### src/rtl/vga_timing_sink.sv
// Receive-side VGA stream monitor: recovers pixel coordinates, measures line/frame timing,
// accumulates a per-frame colour checksum and reports lock once consecutive frames agree.
module vga_timing_sink #(
  parameter int CDW             = 10,
  parameter int CW              = 12,
  parameter bit SYNC_ACTIVE_LOW = 1'b1
) (
  input  logic           clock,
  input  logic           reset,
  input  logic           hsync,
  input  logic           vsync,
  input  logic [CDW-1:0] red,
  input  logic [CDW-1:0] green,
  input  logic [CDW-1:0] blue,
  input  logic           pxlen,
  input  logic           active,
  output logic           pix_valid,
  output logic [CW-1:0]  pix_x,
  output logic [CW-1:0]  pix_y,
  output logic           frame_done,
  output logic [CW-1:0]  h_total,
  output logic [CW-1:0]  h_active,
  output logic [CW-1:0]  v_total,
  output logic [CW-1:0]  v_active,
  output logic [31:0]    checksum,
  output logic           locked,
  output logic           mismatch,
  output logic           overflow
);

  typedef enum logic [1:0] {SEEK, ACQ, LOCK} state_t;

  localparam logic [CW-1:0] MAX = '1;

  state_t        r_state;
  state_t        w_state_nxt;
  logic          r_hs_prev;
  logic          r_vs_prev;
  logic [CW-1:0] r_hcnt;
  logic [CW-1:0] r_acnt;
  logic [CW-1:0] r_ycnt;
  logic [CW-1:0] r_vcnt;
  logic [CW-1:0] r_line_h;
  logic [CW-1:0] r_line_a;
  logic [31:0]   r_csum;
  logic          r_frame_ovf;
  logic          r_have_prev;

  logic          w_hs_lvl;
  logic          w_vs_lvl;
  logic          w_hs_edge;
  logic          w_vs_edge;
  logic          w_pix;
  logic          w_line_act;
  logic [CW-1:0] w_hcnt_nxt;
  logic [CW-1:0] w_acnt_nxt;
  logic [CW-1:0] w_ycnt_nxt;
  logic [CW-1:0] w_vcnt_nxt;
  logic          w_sat;
  logic [31:0]   w_pix_sum;
  logic [31:0]   w_csum_nxt;
  logic          w_frame_ovf;
  logic          w_same;
  logic          w_qual;
  logic          w_latch;
  logic          w_mismatch;

  // Work internally with "asserted" levels so the polarity parameter only touches these two lines.
  assign w_hs_lvl   = SYNC_ACTIVE_LOW ? ~hsync : hsync;
  assign w_vs_lvl   = SYNC_ACTIVE_LOW ? ~vsync : vsync;
  assign w_hs_edge  = w_hs_lvl & ~r_hs_prev;
  assign w_vs_edge  = w_vs_lvl & ~r_vs_prev;
  assign w_pix      = pxlen & active;
  assign w_line_act = (r_acnt != '0);
  assign w_pix_sum  = 32'(red) + 32'(green) + 32'(blue);

  always_comb begin
    w_sat      = 1'b0;
    w_hcnt_nxt = r_hcnt;
    w_acnt_nxt = r_acnt;
    w_ycnt_nxt = r_ycnt;
    w_vcnt_nxt = r_vcnt;
    if (w_hs_edge) begin
      // A strobe coincident with the edge is the first pixel of the new line.
      w_hcnt_nxt = {{(CW-1){1'b0}}, pxlen};
      w_acnt_nxt = {{(CW-1){1'b0}}, w_pix};
      if (w_line_act) begin
        if (r_ycnt == MAX) w_sat = 1'b1;
        else               w_ycnt_nxt = r_ycnt + 1'b1;
      end
      if (r_vcnt == MAX) w_sat = 1'b1;
      else               w_vcnt_nxt = r_vcnt + 1'b1;
    end else begin
      if (pxlen) begin
        if (r_hcnt == MAX) w_sat = 1'b1;
        else               w_hcnt_nxt = r_hcnt + 1'b1;
      end
      if (w_pix) begin
        if (r_acnt == MAX) w_sat = 1'b1;
        else               w_acnt_nxt = r_acnt + 1'b1;
      end
    end
    if (w_vs_edge) begin
      w_ycnt_nxt = (w_hs_edge && w_line_act) ? {{(CW-1){1'b0}}, 1'b1} : '0;
      w_vcnt_nxt = {{(CW-1){1'b0}}, w_hs_edge};
    end
  end

  assign w_csum_nxt  = w_vs_edge ? (w_pix ? w_pix_sum : 32'd0)
                                 : (w_pix ? r_csum + w_pix_sum : r_csum);
  assign w_frame_ovf = r_frame_ovf | w_sat;
  assign w_same      = (r_line_h == h_total) && (r_line_a == h_active) &&
                       (r_vcnt == v_total) && (r_ycnt == v_active);
  assign w_qual      = w_same & r_have_prev & ~w_frame_ovf;

  always_ff @(posedge clock) begin
    if (!reset) r_state <= SEEK;
    else        r_state <= w_state_nxt;
  end

  always_comb begin
    w_state_nxt = r_state;
    case (r_state)
      SEEK:    if (w_vs_edge) w_state_nxt = ACQ;
      ACQ:     if (w_vs_edge && w_qual) w_state_nxt = LOCK;
      LOCK:    if (w_vs_edge && !w_qual) w_state_nxt = ACQ;
      default: w_state_nxt = SEEK;
    endcase
  end

  always_comb begin
    w_latch    = w_vs_edge && (r_state != SEEK);
    w_mismatch = w_vs_edge && (r_state == LOCK) && !w_same;
  end

  always_ff @(posedge clock) begin
    if (!reset) begin
      r_hs_prev   <= 1'b1;
      r_vs_prev   <= 1'b1;
      r_hcnt      <= '0;
      r_acnt      <= '0;
      r_ycnt      <= '0;
      r_vcnt      <= '0;
      r_line_h    <= '0;
      r_line_a    <= '0;
      r_csum      <= '0;
      r_frame_ovf <= 1'b0;
      r_have_prev <= 1'b0;
      pix_valid   <= 1'b0;
      pix_x       <= '0;
      pix_y       <= '0;
      frame_done  <= 1'b0;
      h_total     <= '0;
      h_active    <= '0;
      v_total     <= '0;
      v_active    <= '0;
      checksum    <= '0;
      locked      <= 1'b0;
      mismatch    <= 1'b0;
      overflow    <= 1'b0;
    end else begin
      r_hs_prev <= w_hs_lvl;
      r_vs_prev <= w_vs_lvl;
      r_hcnt    <= w_hcnt_nxt;
      r_acnt    <= w_acnt_nxt;
      r_ycnt    <= w_ycnt_nxt;
      r_vcnt    <= w_vcnt_nxt;
      r_csum    <= w_csum_nxt;
      if (w_hs_edge) begin
        r_line_h <= r_hcnt;
        if (w_line_act) r_line_a <= r_acnt;
      end
      r_frame_ovf <= w_vs_edge ? 1'b0 : w_frame_ovf;
      overflow    <= overflow | w_sat;

      pix_valid <= w_pix && (r_state != SEEK);
      if (w_pix && (r_state != SEEK)) begin
        pix_x <= w_hs_edge ? '0 : r_acnt;
        pix_y <= w_ycnt_nxt;
      end

      frame_done <= w_latch;
      mismatch   <= w_mismatch;
      locked     <= (w_state_nxt == LOCK);
      if (w_latch) begin
        h_total     <= r_line_h;
        h_active    <= r_line_a;
        v_total     <= r_vcnt;
        v_active    <= r_ycnt;
        checksum    <= r_csum;
        // A saturated frame cannot serve as the reference for the next one.
        r_have_prev <= ~w_frame_ovf;
      end
    end
  end

endmodule

### config.mk
export PLATFORM = sky130hd
export DESIGN_NAME = vga_timing_sink
export DESIGN_NICKNAME = d
export VERILOG_FILES = /design/src/rtl/vga_timing_sink.sv
export SDC_FILE = /design/constraint.sdc
export NUM_CORES = 1
export LEC_CHECK = 0
export BUFFER_PORTS_ARGS = -buffer_cell sky130_fd_sc_hd__buf_2
export CAP_MARGIN = 20
export CORE_UTILIZATION = 45
export CTS_CLUSTER_SIZE = 12
export DETAILED_ROUTE_END_ITERATION = 10
export PLACE_DENSITY = 0.69
export SYNTH_ARGS = -nofsm -noshare
export SYNTH_HDL_FRONTEND = slang
export SYNTH_SLANG_ARGS = --single-unit
### constraint.sdc
create_clock -name clock -period 10.2 [get_ports clock]
set_input_delay 1.53 -clock clock [delete_from_list [all_inputs] [get_ports clock]]
set_output_delay 1.53 -clock clock [all_outputs]
set_load 0.02 [all_outputs]
==> metrics.md, run 1 <==
| Metric | Value |
|---|---|
| Final weighted congestion in routability-driven placement | `0.834` |
| Cell area after technology mapping | `10400 µm²` |
| Via count of the first global-routing pass | `8387` |
| Antenna violations before repair | `0` |
| H-Tree Depth | `1` |
| Insertion delay to the later sink of the worst-skew pair | `0.52 ns` |
| Count of warnings emitted by yosys | `0` |
| Die height | `154 µm` |
| Critical path fanouts, max | `7` |
| Max Clock Skew | `0.0196 ns` |
| Slew at the pin closest to its max-slew limit | `1.12 ns` |
| Post-CTS resize count | `0` |
| Global-route wire length before repair | `43.2 mm` |
| Area enclosed by the die boundary | `23800 µm²` |
| Total power divided by cell area | `164 nW/µm²` |
| Pin count of the biggest net entering global routing | `107` |
| Initial standard-cell utilization of the core | `0.460` |
| CTS Buf Count | `24` |
| Top Ports | `145` |
| Detailed Route WL | `26.7 mm` |
| Result of the run | `complete, no violations` |
| Clock Tree Buf Depth | `3` |
| Buffers on Ports | `144` |
| DRT Pass-1 Iters | `5` |
| Synthesis-to-finish area growth | `15.8%` |
| Shortest clock period the worst path allows after layout | `5.37 ns` |
| Drt first-iter violations | `561` |
| Most instantiated flip-flop cell in the synthesis netlist | `sky130_fd_sc_hd__dfxtp_1` |
| Proportion of synthesized chip area in sequential cells | `0.420` |
| Required @ worst endpoint | `10.64 ns` |
| Final period util | `0.527` |
| Worst Setup Start Kind | `primary input` |
| Number of distinct library cells after synthesis | `77` |
| Number of design rule violations left after detail routing | `0` |
| Fin nets | `1445` |
| Commonest cells in the netlist | `286 x sky130_fd_sc_hd__nand2_1, 219 x sky130_fd_sc_hd__dfxtp_1, 148 x sky130_fd_sc_hd__a21oi_1` |
| Clock root buffer | `sky130_fd_sc_hd__clkbuf_16` |
| Global route total overflow | `0` |
| Post-route worst setup slack | `4.83 ns` |
| Static power due to leakage | `4.64 nW` |
| Post-Syn Instances | `1257` |
| Hold buffers post-CTS | `0` |
| CTS tree | `built` |
| Number of routed nets with antenna violations | `0` |
| Post-synth EDFFs | `0` |
| Number of sinks on the clock net | `219` |
| Highest clock frequency the design can meet | `186 MHz` |
| Antenna diode count | `0` |
| Setup slack at placement | `4.34 ns` |
| Post-CTS repair timing setup buffer count | `0` |
| Number of failing setup endpoints in the final timing report | `0` |
| Synthesized area per cell | `8.31 µm²` |
| Cell with the most instances after synthesis | `sky130_fd_sc_hd__nand2_1` |
| Max-capacitance violation count | `0` |
| Post-DR wirelength/cell | `16.0 µm` |
| Clock transition at the registers of the reported paths | `0.06 ns` |
| Number of synthesized register bits | `219` |
| DP Wirelength | `18.8 mm` |
| Proportion of register bits with asynchronous set or reset after synthesis | `0` |
| TNS Setup | `0 ns` |
| Path category of the worst min-delay check | `reg -> reg` |
| Floorplan core area | `22700 µm²` |
| Total nets after synthesis | `1331` |
| Standard-cell rows | `55` |
| Area share of the leading cell type in the synthesized netlist | `0.420` |
| Total routing resource utilization after global routing | `0.223` |
| Arrival time of data at the critical path endpoint | `5.81 ns` |
| Drt via density | `5.44` |
| Number of failing hold endpoints at the final stage | `0` |
| Dominant cells by area after synthesis | `sky130_fd_sc_hd__dfxtp_1 42%, sky130_fd_sc_hd__nand2_1 10%, sky130_fd_sc_hd__a21oi_1 7.1%` |
| Vias after detailed routing | `9075` |
| Largest vdd supply drop | `0.108 mV` |
| Unrepaired setup endpoints after global routing | `no` |
| Biggest regs | `checksum: 32 flops, r_csum: 32 flops` |
| Final slew viol count | `0` |
| Relative max-transition margin | `0.255` |
| Yosys top cell by area | `sky130_fd_sc_hd__dfxtp_1` |
| Floorplan die width | `154 µm` |
| Path type of the worst setup path | `in -> reg` |
| Ratio of cells with drive above 1 in the final layout | `0.158` |
| Crit. End Element | `flip-flop` |
## stage by stage
| stage | area [µm²] | instances | power [W] | util | hold WS (ns) |
|---|---|---|---|---|---|
| 2_1_floorplan | 10400 | 1257 | 0.00112 | - | 0.421 |
| 3_5_place_dp | 11300 | 1629 | 0.00118 | 0.500 | 0.438 |
| 6_report | 12100 | 1669 | 0.00198 | 0.533 | 0.442 |
| 3_3_place_gp | 11300 | 1629 | 0.00118 | 0.500 | 0.436 |
| 5_1_grt | 12100 | 1669 | 0.00207 | 0.533 | 0.471 |
| 4_1_cts | 12100 | 1668 | 0.00200 | 0.532 | 0.448 |
## power by group
part           switching (W)  internal [W]  total (W)
sequential         0.0000109      0.000866   0.000877
clock               0.000339      0.000479   0.000818
combinational       0.000172      0.000117   0.000289
total               0.000523       0.00146    0.00198
## layout by cell type, fill, tap and decap left out, types with 8 or more instances in the layout
cell type,instances
sky130_fd_sc_hd__and2_1,8
sky130_fd_sc_hd__ha_1,26
sky130_fd_sc_hd__fa_1,12
sky130_fd_sc_hd__dfxtp_1,219
sky130_fd_sc_hd__a22o_1,13
sky130_fd_sc_hd__o21ai_0,17
sky130_fd_sc_hd__buf_4,13
sky130_fd_sc_hd__nor2_1,87
sky130_fd_sc_hd__buf_2,144
sky130_fd_sc_hd__clkbuf_16,24
sky130_fd_sc_hd__nand4_1,25
sky130_fd_sc_hd__and3_1,16
sky130_fd_sc_hd__nor3_1,13
sky130_fd_sc_hd__nand2_1,286
sky130_fd_sc_hd__o21ai_1,15
sky130_fd_sc_hd__a21oi_1,148
sky130_fd_sc_hd__and4_1,12
sky130_fd_sc_hd__or3_1,16
sky130_fd_sc_hd__xor2_1,15
sky130_fd_sc_hd__inv_1,20
sky130_fd_sc_hd__clkbuf_1,8
sky130_fd_sc_hd__nand3_1,30
sky130_fd_sc_hd__xnor2_1,80
sky130_fd_sc_hd__mux2i_1,19
## layout make-up
type	instances	area, µm²
multi-input combinational	947	5710
timing repair buffer	158	846
clock inverter	4	56.3
fill	2148	10600
tap	285	357
clock buffer	35	672
sequential	219	4380
inverter	21	81.3
## final timing paths
check | start | end | slack, ns | depth (start not counted)
max | red[1] | r_csum[12]$_SDFFE_PN0P_ | 4.83 | 19
min | pix_y[5]$_SDFFE_PN0P_ | pix_y[5]$_SDFFE_PN0P_ | 0.44 | 2
max reg2reg | r_acnt[0]$_SDFFE_PN0P_ | pix_y[11]$_SDFFE_PN0P_ | 7.77 | 9
min reg2reg | pix_y[5]$_SDFFE_PN0P_ | pix_y[5]$_SDFFE_PN0P_ | 0.44 | 2
## critical path, stage by stage
cell	delay, ns
sky130_fd_sc_hd__buf_2	0.07
sky130_fd_sc_hd__inv_1	0.04
sky130_fd_sc_hd__fa_1	0.53
sky130_fd_sc_hd__inv_1	0.04
sky130_fd_sc_hd__ha_1	0.23
sky130_fd_sc_hd__fa_1	0.41
sky130_fd_sc_hd__a21o_1	0.21
sky130_fd_sc_hd__a211o_1	0.32
sky130_fd_sc_hd__a2111oi_2	0.29
sky130_fd_sc_hd__a21oi_1	0.15
sky130_fd_sc_hd__and2_1	0.21
sky130_fd_sc_hd__nor2_1	0.11
sky130_fd_sc_hd__ha_1	0.25
sky130_fd_sc_hd__nand2_1	0.08
sky130_fd_sc_hd__o31ai_1	0.32
sky130_fd_sc_hd__o211a_1	0.37
sky130_fd_sc_hd__o21ai_1	0.14
sky130_fd_sc_hd__a2111o_1	0.42
sky130_fd_sc_hd__o21ai_1	0.07
## kinds of logic (layout without fill, tap and decap cells)
logic type	count (synthesis)	after routing	synth area share
AOI/OAI and AO/OA	268	268	0.159
and+or+nand+nor	526	526	0.232
xor gates and xnor gates	95	95	0.0796
buffers and inverters	91	218	0.0363
DFF	219	219	0.420
adders and majority gates	38	38	0.0541
muxes	20	20	0.0193
## layer usage
metal | wire [µm] | vias up | track usage
met5 | 0 | - | 0
met4 | 490 | 0 | 0.0575
met3 | 1520 | 28 | 0.0314
met2 | 12200 | 204 | 0.367
met1 | 12500 | 4292 | 0.306
li1 | - | 4551 | -
Power figures use the tool's default switching activity.
==> run 2, diff against run 1 <==
--- a/config.mk
+++ b/config.mk
@@ -10,7 +10,7 @@
 export CORE_UTILIZATION = 45
 export CTS_CLUSTER_SIZE = 12
 export DETAILED_ROUTE_END_ITERATION = 10
-export PLACE_DENSITY = 0.69
+export PLACE_DENSITY = 0.71
 export SYNTH_ARGS = -nofsm -noshare
 export SYNTH_HDL_FRONTEND = slang
 export SYNTH_SLANG_ARGS = --single-unit
==> constraint.sdc (replaced) <==
create_clock -name clock -period 4.43 [get_ports clock]
set_input_delay 0.6645 -clock clock [delete_from_list [all_inputs] [get_ports clock]]
set_output_delay 0.6645 -clock clock [all_outputs]
set_load 0.02 [all_outputs]
==> metrics.md, run 2 (synthesized netlist as in run 1, its figures left out) <==
| Metric | Value |
|---|---|
| Drt first-iter violations | `663` |
| Initial standard-cell utilization of the core | `0.460` |
| Ratio of cells with drive above 1 in the final layout | `0.174` |
| Slew at the pin closest to its max-slew limit | `0.955 ns` |
| Antenna diode count | `0` |
| Via count of the first global-routing pass | `8640` |
| Post-route worst setup slack | `0.162 ns` |
| Worst Setup Start Kind | `primary input` |
| Leading cell types in the layout, fill and taps excluded | `286 x sky130_fd_sc_hd__nand2_1, 219 x sky130_fd_sc_hd__dfxtp_1, 146 x sky130_fd_sc_hd__a21oi_1` |
| Final slew viol count | `0` |
| Result of the run | `complete, no violations` |
| Total routing resource utilization after global routing | `0.228` |
| Global-route wire length before repair | `44.3 mm` |
| Critical path fanouts, max | `7` |
| Required @ worst endpoint | `4.88 ns` |
| Vias after detailed routing | `9342` |
| Post-DR wirelength/cell | `16.1 µm` |
| Buffers on Ports | `144` |
| Static power due to leakage | `4.70 nW` |
| Fin nets | `1461` |
| Setup slack at placement | `-0.291 ns` |
| Delay of the slowest cell on the worst path | `0.53 ns` |
| Relative max-transition margin | `0.362` |
| Highest clock frequency the design can meet | `234 MHz` |
| Cell family with the largest share of critical-path delay | `compound AO/OA/AOI/OAI gates` |
| Pin count of the biggest net entering global routing | `76` |
| Finished Layout Cells | `1685` |
| Largest vdd supply drop | `0.173 mV` |
| Number of failing hold endpoints at the final stage | `0` |
| Clock transition at the registers of the reported paths | `0.06 ns` |
| Insertion delay to the later sink of the worst-skew pair | `0.53 ns` |
| Shortest clock period the worst path allows after layout | `4.27 ns` |
| Number of sinks on the clock net | `219` |
| Hold buffers post-CTS | `0` |
| Cells traversed along the worst timing path | `buf_2 > inv_1 > fa_1 > inv_1 > ha_1 > fa_2 > a21o_1 > a211o_1 > a2111oi_4 > a21oi_2 > and2_1 > nor2_1 > ha_1 > nand2_1 > o31ai_1 > o211a_2 > o21ai_1 > a2111o_1 > o21ai_1` |
| Cell count after placement | `1646` |
| Max Clock Skew | `0.0158 ns` |
| Max-capacitance violation count | `0` |
| Final weighted congestion in routability-driven placement | `0.839` |
| Most common cell after layout, fill and taps aside | `sky130_fd_sc_hd__nand2_1` |
| Clock root buffer | `sky130_fd_sc_hd__clkbuf_16` |
| Buf/Inv on CP | `3` |
| H-Tree Depth | `1` |
| DRT Pass-1 Iters | `5` |
| Antenna violations before repair | `0` |
| Final period util | `0.963` |
| Final-layout worst hold slack | `0.335 ns` |
| Clock Tree Buf Depth | `3` |
| Die height | `154 µm` |
| Number of failing setup endpoints in the final timing report | `0` |
| Number of design rule violations left after detail routing | `0` |
| Unrepaired setup endpoints after global routing | `yes` |
| Crit. End Element | `flip-flop` |
| Total power divided by cell area | `375 nW/µm²` |
| Number of routed nets with antenna violations | `0` |
| Final Total Pwr | `0.00458 W` |
| DP Wirelength | `19.0 mm` |
| Path category of the worst min-delay check | `in -> reg` |
| Area enclosed by the die boundary | `23800 µm²` |
| Biggest regs | `checksum: 32 flops, r_csum: 32 flops` |
| Arrival time of data at the critical path endpoint | `4.72 ns` |
| CTS Buf Count | `24` |
| Detailed Route WL | `27.2 mm` |
| Global route total overflow | `0` |
| Path type of the worst setup path | `in -> reg` |
| Floorplan die width | `154 µm` |
| Top Ports | `145` |
| Drt via density | `5.54` |
| Floorplan core area | `22700 µm²` |
| Layout Utilization | `0.539` |
| Library cell contributing the largest single delay on the critical path | `sky130_fd_sc_hd__fa_1` |
| Synthesis-to-finish area growth | `17.1%` |
| Standard-cell rows | `55` |
| CTS tree | `built` |
run 2: changes by cell type in the layout (fill, tap and decap cells not counted), sizes merged:
cell / previous run / this run
clkinvlp: 0 / 1
clkbuf: 35 / 31
buf: 158 / 174
bufinv: 1 / 0
clkinv: 3 / 7
run 2: final cells by class:
| class | count | area (µm²) |
|---|---|---|
| Clock buffer | 31 | 657 |
| Clock inverter | 8 | 53.8 |
| Fill cell | 2104 | 10500 |
| Inverter | 21 | 81.3 |
| Multi-Input combinational cell | 947 | 5740 |
| Sequential cell | 219 | 4380 |
| Tap cell | 285 | 357 |
| Timing Repair Buffer | 174 | 958 |
run 2: where the power goes:
part	leakage (nW)	switching (W)	internal, W	total (W)
sequential	1.77	0.0000267	0.00199	0.00202
combinational	2.58	0.000419	0.000306	0.000725
clock	0.353	0.000800	0.00104	0.00184
run 2: worst paths after layout:
kind / depth (start not counted) / slack, ns / to / start
worst min register to register: 2 / 0.44 / pix_y[3]$_SDFFE_PN0P_ / pix_y[3]$_SDFFE_PN0P_
worst min-delay path: 2 / 0.33 / r_hs_prev$_SDFF_PN1_ / hsync
worst max-delay path: 19 / 0.16 / r_csum[12]$_SDFFE_PN0P_ / red[1]
worst max register to register: 9 / 1.95 / pix_y[11]$_SDFFE_PN0P_ / r_acnt[0]$_SDFFE_PN0P_
run 2: routing by layer:
metal,track usage,vias to the layer above,part of all wire
met4,0.0552,0,0.015
met1,0.313,4440,0.46
met2,0.371,287,0.46
li1,-,4589,-
met5,0,-,0
met3,0.0409,26,0.068
run 2: timing repair:
| action | 4_1_cts | 5_1_grt |
|---|---|---|
| endpoints found under the hold margin | 0 | 0 |
| resized for setup | 0 | 2 |
| setup buffers | 0 | 0 |
| endpoints found under the setup margin | 0 | 10 |
run 2: per-stage QoR:
stage | instance area [µm²] | setup TNS (ns)
global placement | 11500 | -2.19
detailed placement | 11500 | -3.92
global route | 12200 | -0.0407
floorplan | 10500 | 0
CTS | 12200 | 0
finish | 12200 | 0
==> run 3, diff against run 2 <==
==> config.mk (replaced) <==
export PLATFORM = sky130hd
export DESIGN_NAME = vga_timing_sink
export DESIGN_NICKNAME = d
export VERILOG_FILES = /design/src/rtl/vga_timing_sink.sv
export SDC_FILE = /design/constraint.sdc
export NUM_CORES = 1
export LEC_CHECK = 0
export CAP_MARGIN = 20
export CORE_UTILIZATION = 45
export CTS_CLUSTER_SIZE = 12
export DETAILED_ROUTE_END_ITERATION = 10
export DONT_BUFFER_PORTS = 1
export PLACE_DENSITY = 0.66
export SYNTH_ARGS = -nofsm -noshare
export SYNTH_HDL_FRONTEND = slang
export SYNTH_SLANG_ARGS = --single-unit
==> metrics.md, run 3 (synthesized netlist as in run 1, its figures left out) <==
| Metric | Value |
|---|---|
| Fin nets | `1309` |
| Largest vdd supply drop | `0.202 mV` |
| Number of routed nets with antenna violations | `0` |
| Initial standard-cell utilization of the core | `0.460` |
| Number of failing hold endpoints at the final stage | `0` |
| Floorplan die width | `154 µm` |
| Setup slack, reg-to-reg | `1.98 ns` |
| Total routing resource utilization after global routing | `0.224` |
| Pin count of the biggest net entering global routing | `72` |
| Die height | `154 µm` |
| DRT Pass-1 Iters | `5` |
| Critical path fanouts, max | `7` |
| Area enclosed by the die boundary | `23800 µm²` |
| Cell area reported after detailed placement | `10700 µm²` |
| Final Total Pwr | `0.00464 W` |
| Standard-cell rows | `55` |
| Sink of the worst hold path | `r_hs_prev$_SDFF_PN1_` |
| Worst Hold Path Cells | `1` |
| Clock root buffer | `sky130_fd_sc_hd__clkbuf_16` |
| Launch point of the worst reg-to-reg path | `r_csum[0]$_SDFFE_PN0P_` |
| Clock Tree Buf Depth | `3` |
| Shortest clock period the worst path allows after layout | `4.15 ns` |
| Post-DR wirelength/cell | `17.3 µm` |
| Worst flop-to-flop path endpoint | `r_csum[8]$_SDFFE_PN0P_` |
| Antenna violations before repair | `0` |
| Vias after detailed routing | `8609` |
| Drt first-iter violations | `577` |
| Cell count after placement | `1494` |
| Result of the run | `complete, no violations` |
| Via count of the first global-routing pass | `8100` |
| Top Ports | `145` |
| Drt via density | `5.61` |
| Post-CTS repair timing setup buffer count | `0` |
| Final period util | `0.936` |
| Setup slack at placement | `-0.215 ns` |
| CTS tree | `built` |
| Antenna diode count | `0` |
| Reg2reg path depth | `9` |
| Clock transition at the registers of the reported paths | `0.06 ns` |
| Static power due to leakage | `3.95 nW` |
| CTS Buf Count | `24` |
| Worst Setup Start Kind | `primary input` |
| Final slew viol count | `0` |
| Final standard cell area without fillers | `11500 µm²` |
| Max-capacitance violation count | `0` |
| Path category of the worst min-delay check | `in -> reg` |
| Total power divided by cell area | `403 nW/µm²` |
| Arrival time of data at the critical path endpoint | `4.59 ns` |
| Buffers on Ports | `0` |
| Synthesis-to-finish area growth | `10.2%` |
| DP Wirelength | `18.9 mm` |
| Insertion delay to the later sink of the worst-skew pair | `0.52 ns` |
| Number of design rule violations left after detail routing | `0` |
| Ratio of cells with drive above 1 in the final layout | `0.0720` |
| Most common cell after layout, fill and taps aside | `sky130_fd_sc_hd__nand2_1` |
| Post-route worst setup slack | `0.281 ns` |
| Layout Utilization | `0.507` |
| Required @ worst endpoint | `4.87 ns` |
| Global route total overflow | `0` |
| Relative max-transition margin | `0.497` |
| Highest clock frequency the design can meet | `241 MHz` |
| Biggest regs | `checksum: 32 flops, r_csum: 32 flops` |
| Finished Layout Cells | `1535` |
| Floorplan core area | `22700 µm²` |
| Unrepaired setup endpoints after global routing | `no` |
| Hold path startpoint | `hsync` |
| Global-route wire length before repair | `43.4 mm` |
| Final weighted congestion in routability-driven placement | `0.821` |
| Hold buffers post-CTS | `0` |
| Detailed Route WL | `26.6 mm` |
| Max Clock Skew | `0.0228 ns` |
| Number of sinks on the clock net | `219` |
| H-Tree Depth | `1` |
| Leading cell types in the layout, fill and taps excluded | `286 x sky130_fd_sc_hd__nand2_1, 219 x sky130_fd_sc_hd__dfxtp_1, 147 x sky130_fd_sc_hd__a21oi_1` |
| Number of failing setup endpoints in the final timing report | `0` |
| Path type of the worst setup path | `in -> reg` |
| Post-CTS resize count | `0` |
| Slew at the pin closest to its max-slew limit | `0.754 ns` |
| Crit. End Element | `flip-flop` |
-- run 3: cell types whose count changed in the layout (fill, tap and decap cells not counted), sizes merged --
| cell | change |
|---|---|
| buf | -152 |
| bufinv | +1 |
| clkbuf | +5 |
| clkinv | -4 |
-- run 3: worst max-delay path: stages --
cell	delay, ns
sky130_fd_sc_hd__inv_1	0.03
sky130_fd_sc_hd__fa_1	0.53
sky130_fd_sc_hd__inv_1	0.05
sky130_fd_sc_hd__ha_1	0.22
sky130_fd_sc_hd__fa_2	0.35
sky130_fd_sc_hd__a21o_1	0.19
sky130_fd_sc_hd__a211o_1	0.34
sky130_fd_sc_hd__a2111oi_4	0.31
sky130_fd_sc_hd__a21oi_2	0.09
sky130_fd_sc_hd__and2_1	0.18
sky130_fd_sc_hd__nor2_1	0.11
sky130_fd_sc_hd__ha_1	0.18
sky130_fd_sc_hd__nand2_1	0.06
sky130_fd_sc_hd__o31ai_1	0.28
sky130_fd_sc_hd__o211a_1	0.36
sky130_fd_sc_hd__o21ai_1	0.14
sky130_fd_sc_hd__a2111o_1	0.42
sky130_fd_sc_hd__o21ai_1	0.07
-- run 3: area by class of cell --
type	instances	area [µm²]
clock buffer	36	706
sequential	219	4380
clock inverter	5	63.8
tap	285	357
inverter	21	81.3
timing repair buffer	22	181
multi-input combinational	947	5740
fill	2139	11200
-- run 3: worst max-delay path by stage --
| stage | start | end | slack [ns] |
|---|---|---|---|
| finish | red[1] | r_csum[12]$_SDFFE_PN0P_ | 0.28 |
| global route | red[1] | r_csum[26]$_SDFFE_PN0P_ | 0.01 |
| CTS | red[1] | r_csum[12]$_SDFFE_PN0P_ | 0.30 |
| detailed placement | red[1] | r_csum[12]$_SDFFE_PN0P_ | -0.21 |
| global placement | red[1] | r_csum[12]$_SDFFE_PN0P_ | -0.13 |
| floorplan | red[1] | r_csum[12]$_SDFFE_PN0P_ | 0.006 |
-- run 3: routing by layer --
metal / share of wire / up-vias / track usage / wire (µm)
met1: 0.46 / 4057 / 0.302 / 12300
met3: 0.070 / 34 / 0.0510 / 1870
met4: 0.018 / 0 / 0.0580 / 491
li1: - / 4299 / - / -
met2: 0.45 / 219 / 0.361 / 11900
met5: 0 / - / 0 / 0
-- run 3: power breakdown --
group	leakage, nW	internal, W	switching [W]
clock network	0.375	0.00115	0.000787
logic	1.81	0.000279	0.000398
registers	1.77	0.00199	0.0000277
-- run 3: metrics by stage --
stage               hold slack [ns]  setup TNS [ns]
CTS                           0.182               0
detailed placement            0.446           -2.08
finish                        0.206               0
global route                  0.184               0
global placement              0.447          -0.584
floorplan                     0.421               0
